`config.mk`:
```
export PLATFORM = sky130hd
export DESIGN_NAME = booth_multiplier
export DESIGN_NICKNAME = d
export VERILOG_FILES = /design/src/rtl/booth_multiplier_pkg.sv /design/src/rtl/booth_multiplier_recoder.sv /design/src/rtl/booth_multiplier.sv
export SDC_FILE = /design/constraint.sdc
export NUM_CORES = 1
export LEC_CHECK = 0
export BUFFER_PORTS_ARGS = -buffer_cell sky130_fd_sc_hd__buf_2
export CORE_UTILIZATION = 45
export DETAILED_ROUTE_END_ITERATION = 7
export PLACE_DENSITY = 0.72
export SYNTH_ARGS = -nofsm -noshare
export SYNTH_HDL_FRONTEND = slang
export SYNTH_HIERARCHICAL = 1
export SYNTH_SLANG_ARGS = --single-unit
```
`constraint.sdc`:
```
create_clock -name clock -period 7.1 [get_ports clock]
set_clock_uncertainty 0.05 [all_clocks]
set_input_delay 1.42 -clock clock [delete_from_list [all_inputs] [get_ports clock]]
set_output_delay 1.42 -clock clock [all_outputs]
set_load 0.01 [all_outputs]
```
`src/rtl/booth_multiplier_pkg.sv`:
```
// Shared multdiv definitions: datapath width, FSM states, Booth digit encodings.
// Pulled in by the Booth multiplier and its recoder.
package booth_multiplier_pkg;

    localparam int MD_WIDTH = 32;

    typedef enum logic [1:0] {
        ST_IDLE = 2'b00,
        ST_RUN  = 2'b01,
        ST_DONE = 2'b10
    } md_state_t;

    typedef enum logic {
        ALU_ADD = 1'b0,
        ALU_SUB = 1'b1
    } alu_op_t;

    typedef struct packed {
        logic neg;
        logic two;
        logic zero;
    } booth_digit_t;

    localparam booth_digit_t DIG_ZERO = '{neg: 1'b0, two: 1'b0, zero: 1'b1};
    localparam booth_digit_t DIG_P1   = '{neg: 1'b0, two: 1'b0, zero: 1'b0};
    localparam booth_digit_t DIG_P2   = '{neg: 1'b0, two: 1'b1, zero: 1'b0};
    localparam booth_digit_t DIG_M2   = '{neg: 1'b1, two: 1'b1, zero: 1'b0};
    localparam booth_digit_t DIG_M1   = '{neg: 1'b1, two: 1'b0, zero: 1'b0};

endpackage

```
`src/rtl/booth_multiplier_recoder.sv`:
```
// Radix-4 modified Booth recoder: multiplier bit triplet -> signed digit.
// Purely combinational.
module booth_recoder
    import booth_multiplier_pkg::*;
(
    input  logic [2:0]   triplet,
    output booth_digit_t digit
);

    always_comb begin
        digit = DIG_ZERO;
        unique case (triplet)
            3'b000, 3'b111: digit = DIG_ZERO;
            3'b001, 3'b010: digit = DIG_P1;
            3'b011:         digit = DIG_P2;
            3'b100:         digit = DIG_M2;
            3'b101, 3'b110: digit = DIG_M1;
        endcase
    end

endmodule

```
`src/rtl/booth_multiplier.sv`:
```
// Iterative signed radix-4 Booth multiplier, two multiplier bits per cycle.
// Start with ctrl_MULT; product/overflow valid on the one-cycle result_rdy pulse.
module booth_multiplier
    import booth_multiplier_pkg::*;
#(
    parameter int WIDTH = MD_WIDTH
)
(
    input  logic             clock,
    input  logic             reset_n,
    input  logic             ctrl_MULT,
    input  logic [WIDTH-1:0] multiplicand,
    input  logic [WIDTH-1:0] multiplier,
    output logic [WIDTH-1:0] product,
    output logic             overflow,
    output logic             result_rdy,
    output logic             busy
);

    localparam int ITERS = WIDTH / 2;
    localparam int AW    = WIDTH + 2;
    localparam int PW    = 2 * WIDTH + 3;
    localparam int CW    = (ITERS > 1) ? $clog2(ITERS) : 1;
    localparam logic [CW-1:0] LAST = CW'(ITERS - 1);

    md_state_t     state;
    logic [CW-1:0] count;
    logic [AW-1:0] a_q;
    logic [PW-1:0] p_q;

    booth_digit_t       digit;
    alu_op_t            op;
    logic [AW-1:0]      acc;
    logic [AW-1:0]      addend;
    logic [AW-1:0]      sum;
    logic [PW-1:0]      p_shift;
    logic [2*WIDTH-1:0] full;
    logic [WIDTH:0]     hi;
    logic               ovf;

    booth_recoder u_rec (
        .triplet (p_q[2:0]),
        .digit   (digit)
    );

    // A is held in WIDTH+2 bits so 2A of the most negative operand cannot wrap
    always_comb begin
        acc    = p_q[PW-1 -: AW];
        op     = digit.neg ? ALU_SUB : ALU_ADD;
        addend = '0;
        if (!digit.zero) begin
            addend = digit.two ? {a_q[AW-2:0], 1'b0} : a_q;
        end
        sum     = (op == ALU_SUB) ? (acc - addend) : (acc + addend);
        p_shift = {{2{sum[AW-1]}}, sum, p_q[WIDTH:2]};
    end

    assign full = p_q[2*WIDTH:1];
    assign hi   = full[2*WIDTH-1:WIDTH-1];
    assign ovf  = ~((&hi) | ~(|hi));

    always_ff @(posedge clock or negedge reset_n) begin
        if (!reset_n) begin
            state      <= ST_IDLE;
            count      <= '0;
            a_q        <= '0;
            p_q        <= '0;
            product    <= '0;
            overflow   <= 1'b0;
            result_rdy <= 1'b0;
            busy       <= 1'b0;
        end else begin
            result_rdy <= 1'b0;
            if (ctrl_MULT) begin
                // a new start always wins, aborting anything in flight
                state <= ST_RUN;
                count <= '0;
                a_q   <= {{2{multiplicand[WIDTH-1]}}, multiplicand};
                p_q   <= {{AW{1'b0}}, multiplier, 1'b0};
                busy  <= 1'b1;
            end else begin
                unique case (state)
                    ST_IDLE: begin
                        busy <= 1'b0;
                    end
                    ST_RUN: begin
                        p_q   <= p_shift;
                        count <= count + CW'(1);
                        if (count == LAST) begin
                            state <= ST_DONE;
                        end
                    end
                    ST_DONE: begin
                        product    <= full[WIDTH-1:0];
                        overflow   <= ovf;
                        result_rdy <= 1'b1;
                        state      <= ST_IDLE;
                    end
                    default: begin
                        state <= ST_IDLE;
                        busy  <= 1'b0;
                    end
                endcase
            end
        end
    end

endmodule

```
==> flow_metrics.py, run 1 <==
metrics = {
    "layout": {
        "drive_gt1_share_pct": 19.9,
        "finalInstanceArea_mm2": 0.0104,
        "final_nets": 1179,
        "area_growth_pct": 14.6,
        "antenna_cells": 0,
        "instances_no_fill": 1351,
    },
    "power_and_ir_drop": {
        "power_density_mw_per_mm2": 350,
        "leakage_nw": 5.13,
        "power_mw": 3.63,
        "peakVddDrop_mv": 0.176,
    },
    "floorplanning": {
        "coreArea_mm2": 0.0196,
        "dieArea_mm2": 0.0207,
        "num_rows": 51,
        "initial_core_util_pct": 46.3,
        "boundaryPins": 102,
        "chipWidth_um": 144,
        "die_h_um": 144,
    },
    "drt": {
        "ant_nets": 0,
        "drt_wl_total_um": 21500,
        "first_pass_iters": 5,
        "vias": 7669,
        "drc": 0,
        "wl_per_cell_um": 15.9,
        "vias_per_cell": 5.68,
        "first_iter_violations": 451,
    },
    "logic_synthesis": {
        "yosys_warnings": 6,
        "synth-main-ff-cell": "dfrtp_1",
        "ys_ff_latch": 138,
        "ys_async_sr_fraction_pct": 100,
        "synth_largest_area_cell": "dfrtp_1",
        "seq_area_frac_synth_pct": 38.1,
        "synthTopCellsByArea": "dfrtp_1 (38%), mux2_2 (7.7%), mux2i_1 (7.1%), ha_1 (5.2%), nor2_1 (4.6%)",
        "synth_top_area_share_pct": 38.1,
        "synthMostInstantiatedCell": "dfrtp_1",
        "syn_nets": 1105,
        "yosysUniqueCellTypes": 63,
        "syn_area_mm2": 0.00907,
        "synth_edf_count": 0,
        "avgSynthCellArea_um2": 9.08,
        "synth_cells": 999,
        "synth_common_cells": "dfrtp_1 (138), nor2_1 (111), nand2_1 (108)",
    },
    "worst_setup_path": {
        "r2r_start": "p_q[2]",
        "worstSetupEndpointType": "flip-flop",
        "critPathArrivalTime_ns": 5.64,
        "crit_required_ns": 7.35,
        "worstSetupStartpoint": "p_q[2]",
        "cp-start-kind": "flip-flop",
        "path_class": "reg2reg",
        "path_max_fanout": 59,
    },
    "clock_network": {
        "clk_pin_slew_ns": 0.06,
        "post_cts_buffers": 0,
        "cts_buffers": 17,
        "clk_latency_ns": 0.42,
        "h-tree-depth": 4,
        "root_buffer": "clkbuf_16",
        "cts_resized": 0,
        "tritoncts": "yes",
        "cts_buffer_depth": 2,
        "holdBufCountCts": 0,
        "cts.sinks": 138,
    },
    "timing": {
        "fin_crit_ns": 5.38,
        "hold_violations": 0,
        "finalSetupViolations": 0,
        "relSlewSlack_pct": 38.5,
        "fin_hold_ws_ns": 0.450,
        "tns_ns": 0,
        "rsz0062_at_grt": "no",
        "tightest_slew_ns": 0.922,
        "fmax_mhz": 186,
        "post-route-period-util_pct": 75.8,
        "slew_viol_final": 0,
    },
    "placed_design": {
        "placed_cell_area_mm2": 0.00979,
        "dp_hpwl_um": 15500,
        "gp_congestion": 0.879,
        "place_inst": 1319,
        "port_buffers": 101,
    },
    "run_status": {
        "outcome": "finished, final reports clean",
    },
    "global_route": {
        "grt_pass1_wl_um": 35600,
        "grt_max_degree": 99,
        "track_usage_pct": 21.8,
        "antenna_found_initial": 0,
        "gr-total-overflow": 0,
        "grt_pass1_vias": 7057,
    },
    "min_path": {
        "hold_start": "overflow",
        "hold_path_class": "reg2reg",
    },
    "job": {
        "maxCapViolCount": 0,
    },
}
[power breakdown]
group | total (mW) | switching [mW] | internal (mW)
clock network | 0.909 | 0.375 | 0.533
logic | 1.66 | 0.935 | 0.720
registers | 1.07 | 0.156 | 0.912
[path summary, 6_finish.rpt]
check	endpoint	cells past startpoint	slack [ns]
worst max-delay path	p_q[65]	22	1.72
worst min-delay path	overflow	2	0.45
worst max register to register	p_q[65]	22	1.72
worst min register to register	overflow	2	0.45
max in group asynchronous	a_q[22]	2	4.83
min in group asynchronous	product[19]	1	1.02
[metrics by stage]
step | setup slack [ns] | util, %
after global routing | 1.25 | 53.0
after global placement | 1.96 | 50.0
final | 1.72 | 53.0
after floorplan | 1.59 | -
after detailed placement | 1.74 | 50.0
after CTS | 1.74 | 53.0
[kinds of logic (layout without fill, tap and decap cells)]
family / count (synthesis) / after routing / share of synthesized area (%)
simple gates: 325 / 325 / 16.7
compound gates: 245 / 245 / 16.9
flops: 138 / 138 / 38.1
mux: 127 / 127 / 14.9
buf+inv: 76 / 163 / 3.22
xor+xnor: 49 / 49 / 4.73
fa+ha+maj: 39 / 39 / 5.46
[worst max-delay path, stage by stage (launching register included)]
cell	delay (ns)
dfrtp_1	0.49
nand2b_1	0.15
o22ai_4	0.15
buf_4	0.51
mux2i_1	0.24
nor2_1	0.07
inv_1	0.08
ha_1	0.28
o21a_1	0.23
o21a_1	0.21
a41oi_1	0.14
xor2_1	0.19
nor2_1	0.09
a21oi_1	0.05
ha_1	0.38
a21oi_1	0.16
o21ai_1	0.13
a221o_1	0.34
or3_1	0.37
and2_1	0.16
a311oi_2	0.23
mux2i_1	0.23
mux2_1	0.33
[final cells by class]
cell class	count	area, um^2
clock buffer	18	429
clock inverter	14	176
fill	1811	9200
inverter	23	86.3
multi-input combinational	785	5350
sequential	138	3450
tap	265	332
timing repair buffer	108	567
[placed cells by master (no fill, tap or decap), types with 3 or more instances in the layout]
cell type,synthesis,routed
clkinv_4,0,4
ha_1,38,37
a211o_1,3,3
nor3_1,14,14
a21o_1,16,16
a21boi_0,4,4
xnor2_1,38,38
o221ai_1,5,5
nor4b_1,3,3
o21a_1,15,15
dfrtp_1,138,138
buf_4,0,8
nand2_1,108,108
mux2_2,62,62
o32a_1,6,6
xor2_1,11,11
a211oi_1,5,5
or3_1,5,5
inv_8,0,5
and2_1,4,4
inv_1,22,22
mux2i_1,64,64
a41oi_1,5,5
nand3_1,13,13
buf_2,5,99
o21bai_1,4,4
clkbuf_16,0,17
nor2_1,111,111
nor4_1,11,11
nand4_1,16,16
nor2b_1,11,11
a21oi_1,81,81
o21ai_0,49,49
nor3b_1,4,4
nand2b_1,13,13
a31oi_1,19,19
o21ai_1,14,14
[layer usage]
metal / up-vias / share of wire [%] / GRT usage (%)
met5: - / 0 / 0
met4: 0 / 1.4 / 6.22
met3: 23 / 4.6 / 3.87
met2: 203 / 46 / 34.5
met1: 3701 / 48 / 30.5
li1: 3742 / - / -
[state kept, by name (all words and copies together), names as in the netlist]
signal / flops
overflow: 1
busy: 1
a_q: 32
product: 32
result_rdy: 1
count: 4
state: 2
p_q: 65
Note: power is estimated with default switching activity, not from simulation.
==> run 2, diff against run 1 <==
==> constraint.sdc (replaced) <==
create_clock -name clock -period 4.98 [get_ports clock]
set_clock_uncertainty 0.05 [all_clocks]
set_input_delay 0.996 -clock clock [delete_from_list [all_inputs] [get_ports clock]]
set_output_delay 0.996 -clock clock [all_outputs]
set_load 0.01 [all_outputs]
==> run 2 against run 1 <==
Effect of this change: critical path depth down 1; non-clock buffer count up 25; flip-flop and latch count unchanged; highest routed layer unchanged; die area unchanged; hold slack worse by 0.0083 ns; global-route usage up 0.14 points; count of clock-buffer cells in the layout down 1.
==> flow_metrics.py, run 2 (same netlist as run 1, synthesis figures left out) <==
metrics = {
    "clock_network": {
        "clk_pin_slew_ns": 0.07,
        "clk_latency_ns": 0.44,
        "root_buffer": "clkbuf_16",
        "cts_buffers": 17,
        "h-tree-depth": 4,
        "cts.sinks": 138,
        "tritoncts": "yes",
        "cts_buffer_depth": 2,
    },
    "timing": {
        "post-route-period-util_pct": 95.4,
        "fmax_mhz": 210,
        "tightest_slew_ns": 0.943,
        "fin_crit_ns": 4.75,
        "timing.final.ws_setup_ns": 0.228,
        "finalSetupViolations": 0,
        "relSlewSlack_pct": 37.1,
        "slew_viol_final": 0,
        "hold_violations": 0,
    },
    "floorplanning": {
        "chipWidth_um": 144,
        "initial_core_util_pct": 46.3,
        "coreArea_mm2": 0.0196,
        "die_h_um": 144,
        "boundaryPins": 102,
        "dieArea_mm2": 0.0207,
        "num_rows": 51,
    },
    "drt": {
        "vias_per_cell": 5.61,
        "wl_per_cell_um": 15.9,
        "first_pass_iters": 5,
        "drt_wl_total_um": 21900,
        "vias": 7713,
        "ant_nets": 0,
        "drc": 0,
        "first_iter_violations": 424,
    },
    "layout": {
        "top_regs": "p_q: 65 flops, a_q: 32 flops, product: 32 flops",
        "area_growth_pct": 17.7,
        "seqCellArea_mm2": 0.00346,
        "final_nets": 1204,
        "largest_register_ffs": 65,
        "drive_gt1_share_pct": 23.0,
        "final_common_cell": "dfrtp_1",
        "antenna_cells": 0,
        "multi_input_area_mm2": 0.00539,
        "largest-register": "p_q",
        "fillers": 1789,
        "layout_common_cells": "dfrtp_1 (136), nor2_1 (111), nand2_1 (107)",
    },
    "worst_setup_path": {
        "reg2reg_depth": 21,
        "worstSetupStartpoint": "p_q[2]",
        "r2r_slack_ns": 0.23,
        "worstSetupEndpointType": "flip-flop",
        "cp-start-kind": "flip-flop",
        "critPathArrivalTime_ns": 5.02,
        "r2r_start": "p_q[2]",
        "r2r-end": "p_q[65]",
        "path_class": "reg2reg",
        "path_max_fanout": 8,
        "crit_required_ns": 5.25,
        "crit_end": "p_q[65]",
    },
    "job": {
        "maxCapViolCount": 0,
    },
    "power_and_ir_drop": {
        "leakage_nw": 5.27,
        "power_density_mw_per_mm2": 494,
        "peakVddDrop_mv": 0.308,
        "power_mw": 5.28,
    },
    "placed_design": {
        "gp_congestion": 0.931,
        "port_buffers": 101,
        "pre_cts_ws_ns": -0.0349,
        "dp_hpwl_um": 15400,
    },
    "run_status": {
        "outcome": "finished, final reports clean",
    },
    "global_route": {
        "grt_pass1_vias": 7298,
        "antenna_found_initial": 0,
        "track_usage_pct": 22.0,
        "gr-total-overflow": 0,
        "grt_max_degree": 100,
        "grt_pass1_wl_um": 35700,
    },
    "min_path": {
        "hold_path_class": "reg2reg",
    },
}
[run 2: cell type report]
type                    instances  area share [%]
multi-input cells             785            50.5
flip-flops and latches        138            32.4
repair buffers                133            7.34
clock buffers                  17            3.99
well taps                     265            3.11
clock inverters                15            1.86
inverters                      23           0.809
[run 2: critical path, stage by stage, from the launching register on]
cell and delay, ns:
dfrtp_2 0.47, nand2b_1 0.14, o22ai_4 0.11, buf_4 0.15, buf_4 0.14, a21oi_2 0.17
nand3_2 0.12, nor3_1 0.18, o21a_1 0.15, o21a_1 0.14, buf_4 0.12, a21oi_1 0.06
o32a_1 0.29, ha_1 0.35, a21oi_1 0.17, o21ai_1 0.11, a221o_1 0.33, or3_1 0.37
and2_1 0.16, a311oi_2 0.24, mux2i_1 0.26, mux2_1 0.34
[run 2: worst min-delay path by stage]
stage | start | to | slack [ns] | depth (start not counted)
finish | busy | busy | 0.44 | 1
global route | product[20] | product[20] | 0.47 | 1
CTS | busy | busy | 0.44 | 1
detailed placement | busy | busy | 0.41 | 1
global placement | busy | busy | 0.41 | 1
floorplan | p_q[31] | product[30] | 0.45 | 1
[run 2: metrics by stage]
| step | utilization [%] | std cells | area [um^2] | TNS, ns | hold slack (ns) |
|---|---|---|---|---|---|
| 6_report | 54.5 | 1376 | 10700 | 0 | 0.442 |
| 5_1_grt | 54.5 | 1376 | 10700 | -0.0212 | 0.472 |
| 4_1_cts | 54.1 | 1373 | 10600 | 0 | 0.442 |
| 3_5_place_dp | 50.8 | 1336 | 9940 | -0.0349 | 0.414 |
| 3_3_place_gp | 50.8 | 1336 | 9940 | 0 | 0.412 |
| 2_1_floorplan | - | 999 | 9100 | 0 | 0.448 |
[run 2: what timing repair did]
action                                 in CTS  in global routing
resized for setup                           0                 13
buffers inserted                            5                  3
endpoints found under the hold margin       0                  0
pin swaps                                   1                  2
hold buffers                                0                  0
setup endpoints to repair                   1                  1
[run 2: power breakdown]
part / leakage [nW] / switching [mW] / internal, mW
sequential: 1.75 / 0.221 / 1.30
clock: 0.300 / 0.617 / 0.685
combinational: 3.22 / 1.36 / 1.09
total: 5.27 / 2.20 / 3.08
[run 2: metal layers]
layer	up-vias	wire length [um]	track usage, %
met5	-	0	0
met4	0	299	6.44
met3	24	1140	3.63
met2	213	10100	35.2
met1	3690	10400	30.3
li1	3786	-	-
